==> config.mk <==
export PLATFORM = sky130hd
export DESIGN_NAME = frame_buf_scheduler
export DESIGN_NICKNAME = d
export VERILOG_FILES = /design/src/rtl/frame_buf_scheduler.sv
export SDC_FILE = /design/constraint.sdc
export NUM_CORES = 1
export LEC_CHECK = 0
export CORE_MARGIN = 2
export CORE_UTILIZATION = 35
export DETAILED_ROUTE_END_ITERATION = 8
export PLACE_DENSITY = 0.62
export SYNTH_ARGS = -nofsm -noshare
export SYNTH_HDL_FRONTEND = slang
export SYNTH_SLANG_ARGS = --single-unit
==> constraint.sdc <==
create_clock -name i_clk -period 3.57 [get_ports i_clk]
set_input_delay 0.714 -clock i_clk [delete_from_list [all_inputs] [get_ports i_clk]]
set_output_delay 0.714 -clock i_clk [all_outputs]
set_load 0.02 [all_outputs]
==> src/rtl/frame_buf_scheduler.sv <==
// frame_buf_scheduler: shares one DDR3 command port between the capture
// writer and the display reader, one line per transaction, and rotates three
// frame banks so the reader only ever sees completely written frames.
//
// Build option: SCHED_WR_PRIORITY_EN -- when defined, a pending write request
// always beats a pending read request. When undefined, simultaneous requests
// are granted round-robin.
//
// state | meaning
// IDLE  | no transaction; arbitrate pending line requests
// CMD   | command presented, waiting for the cmd_ready handshake
// WAIT  | command accepted, waiting for the data phase to finish
// DONE  | done pulse out and counters updated; one idle gap before re-arbitration
module frame_buf_scheduler #(
  parameter int unsigned LINE_BYTES   = 640,
  parameter int unsigned LINES        = 480,
  parameter int unsigned ADDR_W       = 28,
  parameter logic [31:0] BASE_ADDR    = 32'h0000_0000,
  parameter logic [31:0] FRAME_STRIDE = 32'h0010_0000
) (
  input  logic              i_clk,
  input  logic              i_rst_n,
  input  logic              i_wr_frame_start,
  input  logic              i_wr_req,
  output logic              o_wr_start,
  output logic              o_wr_done,
  input  logic              i_rd_frame_start,
  input  logic              i_rd_req,
  output logic              o_rd_start,
  output logic              o_rd_done,
  output logic              o_cmd_valid,
  input  logic              i_cmd_ready,
  output logic              o_cmd_wr,
  output logic [ADDR_W-1:0] o_cmd_addr,
  output logic [15:0]       o_cmd_len,
  input  logic              i_cmd_done,
  output logic [1:0]        o_wr_bank,
  output logic [1:0]        o_rd_bank,
  output logic              o_frame_fresh,
  output logic [7:0]        o_drop_cnt
);

  localparam int unsigned LINE_W = (LINES > 1) ? $clog2(LINES) : 1;
  localparam logic [LINE_W-1:0] LAST_LINE = LINE_W'(LINES - 1);

  typedef enum logic [1:0] {
    ST_IDLE = 2'd0,
    ST_CMD  = 2'd1,
    ST_WAIT = 2'd2,
    ST_DONE = 2'd3
  } state_t;

  state_t              state_q;
  logic                cmd_valid_q, cmd_wr_q;
  logic [ADDR_W-1:0]   cmd_addr_q;
  logic                wr_start_q, rd_start_q, wr_done_q, rd_done_q;
  logic                stale_q;
  logic [1:0]          wr_bank_q, rd_bank_q, spare_bank_q;
  logic [1:0]          wr_bank_d, rd_bank_d, spare_bank_d;
  logic                fresh_q, fresh_d;
  logic [7:0]          drop_cnt_q, drop_cnt_d;
  logic [LINE_W-1:0]   wr_line_q, wr_line_d, rd_line_q, rd_line_d;
  logic                grant_any, grant_wr;
  logic                wr_busy, wr_done_ev, rd_done_ev, wr_live_ev, frame_done;
  logic [1:0]          addr_bank;
  logic [LINE_W-1:0]   addr_line;
  logic [ADDR_W-1:0]   line_addr;
`ifndef SCHED_WR_PRIORITY_EN
  logic                fav_wr_q;
`endif

  // Arbitration between the two line requesters (only meaningful in IDLE).
  always_comb begin
    grant_any = (state_q == ST_IDLE) && (i_wr_req || i_rd_req);
`ifdef SCHED_WR_PRIORITY_EN
    grant_wr  = i_wr_req;
`else
    grant_wr  = i_wr_req && (!i_rd_req || fav_wr_q);
`endif
  end

  // Completion events and bank rotation: frame completion swaps first, then a
  // reader frame start may claim the fresh frame in the same cycle.
  always_comb begin
    wr_busy    = ((state_q == ST_CMD) || (state_q == ST_WAIT)) && cmd_wr_q;
    wr_done_ev = (state_q == ST_WAIT) && i_cmd_done && cmd_wr_q;
    rd_done_ev = (state_q == ST_WAIT) && i_cmd_done && !cmd_wr_q;
    // A frame start in the same cycle as the done makes that write stale too.
    wr_live_ev = wr_done_ev && !stale_q && !i_wr_frame_start;
    frame_done = wr_live_ev && (wr_line_q == LAST_LINE);

    wr_bank_d    = wr_bank_q;
    rd_bank_d    = rd_bank_q;
    spare_bank_d = spare_bank_q;
    fresh_d      = fresh_q;
    if (frame_done) begin
      wr_bank_d    = spare_bank_q;
      spare_bank_d = wr_bank_q;
      fresh_d      = 1'b1;
    end
    if (i_rd_frame_start && fresh_d) begin
      rd_bank_d    = spare_bank_d;
      spare_bank_d = rd_bank_q;
      fresh_d      = 1'b0;
    end

    if (i_wr_frame_start)  wr_line_d = '0;
    else if (wr_live_ev)   wr_line_d = frame_done ? '0 : wr_line_q + 1'b1;
    else                   wr_line_d = wr_line_q;

    if (i_rd_frame_start)  rd_line_d = '0;
    else if (rd_done_ev)   rd_line_d = (rd_line_q == LAST_LINE) ? '0 : rd_line_q + 1'b1;
    else                   rd_line_d = rd_line_q;

    drop_cnt_d = drop_cnt_q;
    if (i_wr_frame_start && ((wr_line_q != '0) || wr_busy) && (drop_cnt_q != 8'hFF))
      drop_cnt_d = drop_cnt_q + 8'd1;
  end

  // Line start address of the command being granted; uses next-state bank and
  // line so a frame start coinciding with the grant is honoured.
  always_comb begin
    addr_bank = grant_wr ? wr_bank_d : rd_bank_d;
    addr_line = grant_wr ? wr_line_d : rd_line_d;
    line_addr = ADDR_W'(BASE_ADDR)
              + ADDR_W'(FRAME_STRIDE) * ADDR_W'(addr_bank)
              + ADDR_W'(LINE_BYTES)   * ADDR_W'(addr_line);
  end

  // Transaction FSM with registered command outputs and bookkeeping.
  always_ff @(posedge i_clk or negedge i_rst_n) begin
    if (!i_rst_n) begin
      state_q      <= ST_IDLE;
      cmd_valid_q  <= 1'b0;
      cmd_wr_q     <= 1'b0;
      cmd_addr_q   <= '0;
      wr_start_q   <= 1'b0;
      rd_start_q   <= 1'b0;
      wr_done_q    <= 1'b0;
      rd_done_q    <= 1'b0;
      stale_q      <= 1'b0;
      wr_bank_q    <= 2'd0;
      rd_bank_q    <= 2'd1;
      spare_bank_q <= 2'd2;
      fresh_q      <= 1'b0;
      drop_cnt_q   <= 8'd0;
      wr_line_q    <= '0;
      rd_line_q    <= '0;
`ifndef SCHED_WR_PRIORITY_EN
      fav_wr_q     <= 1'b1;
`endif
    end else begin
      wr_start_q   <= 1'b0;
      rd_start_q   <= 1'b0;
      wr_done_q    <= 1'b0;
      rd_done_q    <= 1'b0;
      wr_bank_q    <= wr_bank_d;
      rd_bank_q    <= rd_bank_d;
      spare_bank_q <= spare_bank_d;
      fresh_q      <= fresh_d;
      drop_cnt_q   <= drop_cnt_d;
      wr_line_q    <= wr_line_d;
      rd_line_q    <= rd_line_d;
      if (i_wr_frame_start && wr_busy) stale_q <= 1'b1;

      case (state_q)
        ST_IDLE: begin
          if (grant_any) begin
            state_q     <= ST_CMD;
            cmd_valid_q <= 1'b1;
            cmd_wr_q    <= grant_wr;
            cmd_addr_q  <= line_addr;
            wr_start_q  <= grant_wr;
            rd_start_q  <= !grant_wr;
            stale_q     <= 1'b0;
`ifndef SCHED_WR_PRIORITY_EN
            fav_wr_q    <= !grant_wr;
`endif
          end
        end
        ST_CMD: begin
          if (i_cmd_ready) begin
            cmd_valid_q <= 1'b0;
            state_q     <= ST_WAIT;
          end
        end
        ST_WAIT: begin
          if (i_cmd_done) begin
            wr_done_q <= cmd_wr_q;
            rd_done_q <= !cmd_wr_q;
            state_q   <= ST_DONE;
          end
        end
        default: state_q <= ST_IDLE;
      endcase
    end
  end

  assign o_wr_start    = wr_start_q;
  assign o_rd_start    = rd_start_q;
  assign o_wr_done     = wr_done_q;
  assign o_rd_done     = rd_done_q;
  assign o_cmd_valid   = cmd_valid_q;
  assign o_cmd_wr      = cmd_wr_q;
  assign o_cmd_addr    = cmd_addr_q;
  assign o_cmd_len     = 16'(LINE_BYTES);
  assign o_wr_bank     = wr_bank_q;
  assign o_rd_bank     = rd_bank_q;
  assign o_frame_fresh = fresh_q;
  assign o_drop_cnt    = drop_cnt_q;

endmodule

==> flow_metrics.py <==
metrics = {
    "global_route": {
        "globalRouteOverflowTotal": 0,
        "track_usage_pct": 16.1,
        "grt_max_degree": 32,
        "grt_pass1_vias": 2815,
        "grt_pass1_wl_mm": 13.3,
        "antenna_found_initial": 0,
    },
    "yosys": {
        "synth.avg_cell_area_um2": 9.40,
        "ys.flop_type": "dfrtp_1",
        "synth_seq_cells": 57,
        "async_flop_share_pct": 100,
        "synth_largest_area_cell": "dfrtp_1",
        "synth_area_leaders": "dfrtp_1 39%, ha_1 8.0%, buf_4 6.5%",
        "yosysWarnings": 0,
        "synth.yosys.seq_area_share_pct": 41.6,
        "synth_top_area_share_pct": 39.3,
        "synth-edff-count": 0,
        "syn-cell-area_mm2": 0.00344,
        "syn_inst": 366,
        "yosysUniqueCellTypes": 51,
    },
    "pwr": {
        "leakage_nw": 2.18,
        "clock_power_share_pct": 30.4,
        "seq_power_share_pct": 36.7,
        "p_sw_share_pct": 33.7,
        "power_density_mw_per_mm2": 480,
        "combPwrFrac_pct": 32.9,
        "internal_power_mw": 1.48,
        "power.total_mw": 2.23,
        "ir_drop_mv": 0.376,
        "p_switching_mw": 0.750,
    },
    "floorplan": {
        "die_w_um": 103,
        "ios": 71,
        "row_count": 36,
        "core_mm2": 0.00964,
        "die_height_um": 103,
        "start_util_pct": 35.7,
        "die-area_mm2": 0.0106,
    },
    "timing": {
        "timing.hold.ws_ps": 392,
        "final-hold-violation-count": 0,
        "rsz0062_at_grt": "true",
        "fmax_mhz": 288,
        "skew_ps": 15.9,
        "fin_setup_tns_ps": 0,
        "setup_slack_ps": 99.1,
        "min_period_over_period_pct": 97.2,
        "setup_violations": 0,
        "slew_viol_final": 0,
        "relSlewSlack_pct": 58.1,
        "worst_pin_slew_ps": 628,
        "fin_crit_ps": 3470,
    },
    "clock_tree": {
        "cts-root-buf": "clkbuf_8",
        "clk_latency_ps": 330,
        "clkSinkCount": 57,
        "cts_buffer_depth": 2,
        "cts_tree": "built",
        "clk_pin_slew_ps": 70,
        "htreeDepth": 3,
        "ctsHoldBuffers": 0,
        "cts_buffers": 9,
    },
    "setup_path": {
        "crit_type": "in -> reg",
        "startpoint_type": "primary input",
        "critPathMaxFanout": 7,
        "required_ps": 3780,
        "critPathArrivalTime_ps": 3680,
        "crit_buf_inv": 3,
        "end_kind": "flop",
        "cpMaxStageDelayCell": "ha_1",
        "cpLargestDelayFamily": "simple AND/OR/NAND/NOR gates",
        "path_cells": "dlygate4sd2_1, nand4b_1, buf_6, buf_4, nor4_2, xnor2_1, nor2_1, mux2_2, ha_1, ha_1, nand3_1, o2111ai_2, nand3_1, a211oi_2, a221o_1",
        "cpPeakStageDelay_ps": 370,
    },
    "placement": {
        "gp_congestion": 0.861,
        "placed_area_mm2": 0.00422,
        "pre_cts_slack_ps": -691,
        "io_buffers": 40,
        "dpl.hpwl_mm": 5.94,
    },
    "route": {
        "drcViolationCount": 0,
        "via_per_inst": 4.78,
        "num_vias": 2870,
        "dr.pass1.iters": 4,
        "drtIter0Drc": 162,
        "drt_wl_total_mm": 8.19,
        "routedWlPerCell_um": 13.6,
        "postRouteAntennaNets": 0,
    },
    "finish": {
        "fillers": 925,
        "final_cell_area_mm2": 0.00464,
        "area_growth_pct": 34.9,
        "drive_gt1_share_pct": 25.7,
        "final_nets": 493,
        "antennaDiodeCount": 0,
    },
    "run": {
        "drv_cap": 0,
    },
    "status": {
        "status": "complete, no violations",
    },
    "worst_hold_path": {
        "hold_path_class": "in -> async",
    },
}
==> routing by layer <==
| layer | share of wire (%) | track usage, % | vias to the layer above |
|---|---|---|---|
| met4 | 1.1 | 4.96 | 0 |
| li1 | - | - | 1413 |
| met1 | 46 | 20.5 | 1387 |
| met3 | 3.1 | 3.66 | 10 |
| met2 | 49 | 27.0 | 60 |
| met5 | 0 | 0 | - |
==> logic make-up (layout without fill, tap and decap cells) <==
logic type / count (synthesis) / after routing / synth area share (%)
AOI/OAI and AO/OA: 58 / 58 / 11.5
xor gates and xnor gates: 21 / 21 / 5.35
adders and majority gates: 23 / 23 / 8.58
buffers and inverters: 60 / 133 / 9.85
DFF: 57 / 57 / 41.6
muxes: 13 / 13 / 4.15
other: 2 / 30 / 0.218
and+or+nand+nor: 132 / 132 / 18.8
==> area by class of cell <==
type	instances	area, um^2	area share [%]
Clock buffer	11	141	3.05
Clock inverter	5	78.8	1.70
Inverter	21	78.8	1.70
Multi-Input combinational cell	277	1930	41.6
Sequential cell	57	1430	30.8
Tap cell	133	166	3.58
Timing Repair Buffer	96	817	17.6
==> synthesized netlist by cell type, drive strengths merged (3+ instances only) <==
| library cell | instances |
|---|---|
| nor3 | 9 |
| ha | 22 |
| and3 | 7 |
| xnor2 | 8 |
| nand2b | 4 |
| nand3 | 16 |
| mux2i | 3 |
| a211oi | 5 |
| o21ai | 16 |
| or3 | 3 |
| nand2 | 44 |
| clkbuf | 7 |
| dfrtp | 54 |
| or4 | 3 |
| o211ai | 3 |
| inv | 21 |
| nor2 | 27 |
| o31ai | 5 |
| mux2 | 10 |
| nor4 | 3 |
| a21oi | 14 |
| buf | 32 |
| nand4 | 8 |
| xor2 | 13 |
| dfstp | 3 |
==> path summary, 6_finish.rpt <==
| check | cells past startpoint | startpoint | slack [ps] | end |
|---|---|---|---|---|
| max reg2reg | 16 | state_q[0] | 120 | o_cmd_addr[17] |
| max | 15 | i_cmd_done | 100 | o_cmd_addr[17] |
| min reg2reg | 2 | o_cmd_addr[14] | 480 | o_cmd_addr[14] |
| min | 1 | i_rst_n | 390 | o_cmd_addr[13] |
| max in group asynchronous | 2 | i_rst_n | 2290 | spare_bank_q[1] |
| min in group i_clk | 2 | o_cmd_addr[14] | 480 | o_cmd_addr[14] |
==> metrics by stage <==
stage | std cells | util [%]
2_1_floorplan | 394 | -
3_3_place_gp | 578 | 43.8
3_5_place_dp | 578 | 43.8
4_1_cts | 597 | 46.9
5_1_grt | 600 | 48.2
6_report | 600 | 48.2
==> worst register-to-register path, delay by kind of cell, from the launching register on <==
family	cells	cell delay, ps
compound gates	3	470
xor+xnor	1	160
fa+ha+maj	3	820
buf+inv	3	390
flops	1	390
mux	1	280
simple gates	5	810
==> cells in the final DEF (no fill, tap or decap), types with 9 or more instances in the layout <==
cell type,count
a21oi_1,9
buf_4,55
clkbuf_8,10
clkdlybuf4s50_1,37
conb_1,30
dfrtp_1,53
ha_1,16
inv_1,18
nand2_1,42
nand3_1,14
nor2_1,27
o21ai_0,10
xor2_1,13
==> state kept, by name, indices dropped and copies added (netlist names) <==
name and cells:
o_cmd_addr 14, rd_line_q 9, wr_line_q 9, o_drop_cnt 8, o_rd_bank 2, o_wr_bank 2
spare_bank_q 2, state_q 2, fav_wr_q 1, o_cmd_valid 1, o_cmd_wr 1, o_frame_fresh 1
o_rd_done 1, o_rd_start 1, o_wr_done 1, o_wr_start 1, stale_q 1
==> power groups by stage <==
stage,registers [mW],clock network [mW],logic [mW]
finish,0.817,0.676,0.733
global route,0.828,0.727,0.799
CTS,0.812,0.692,0.719
detailed placement,0.822,0,0.705
global placement,0.820,0,0.693
floorplan,0.882,0,0.347
==> repair_timing <==
item / in CTS / in global routing
setup endpoints to repair: 6 / 5
gates resized for setup: 15 / 23
pin swaps: 4 / 16
endpoints found under the hold margin: 0 / 0
buffers inserted: 3 / 3
Power figures use the tool's default switching activity.
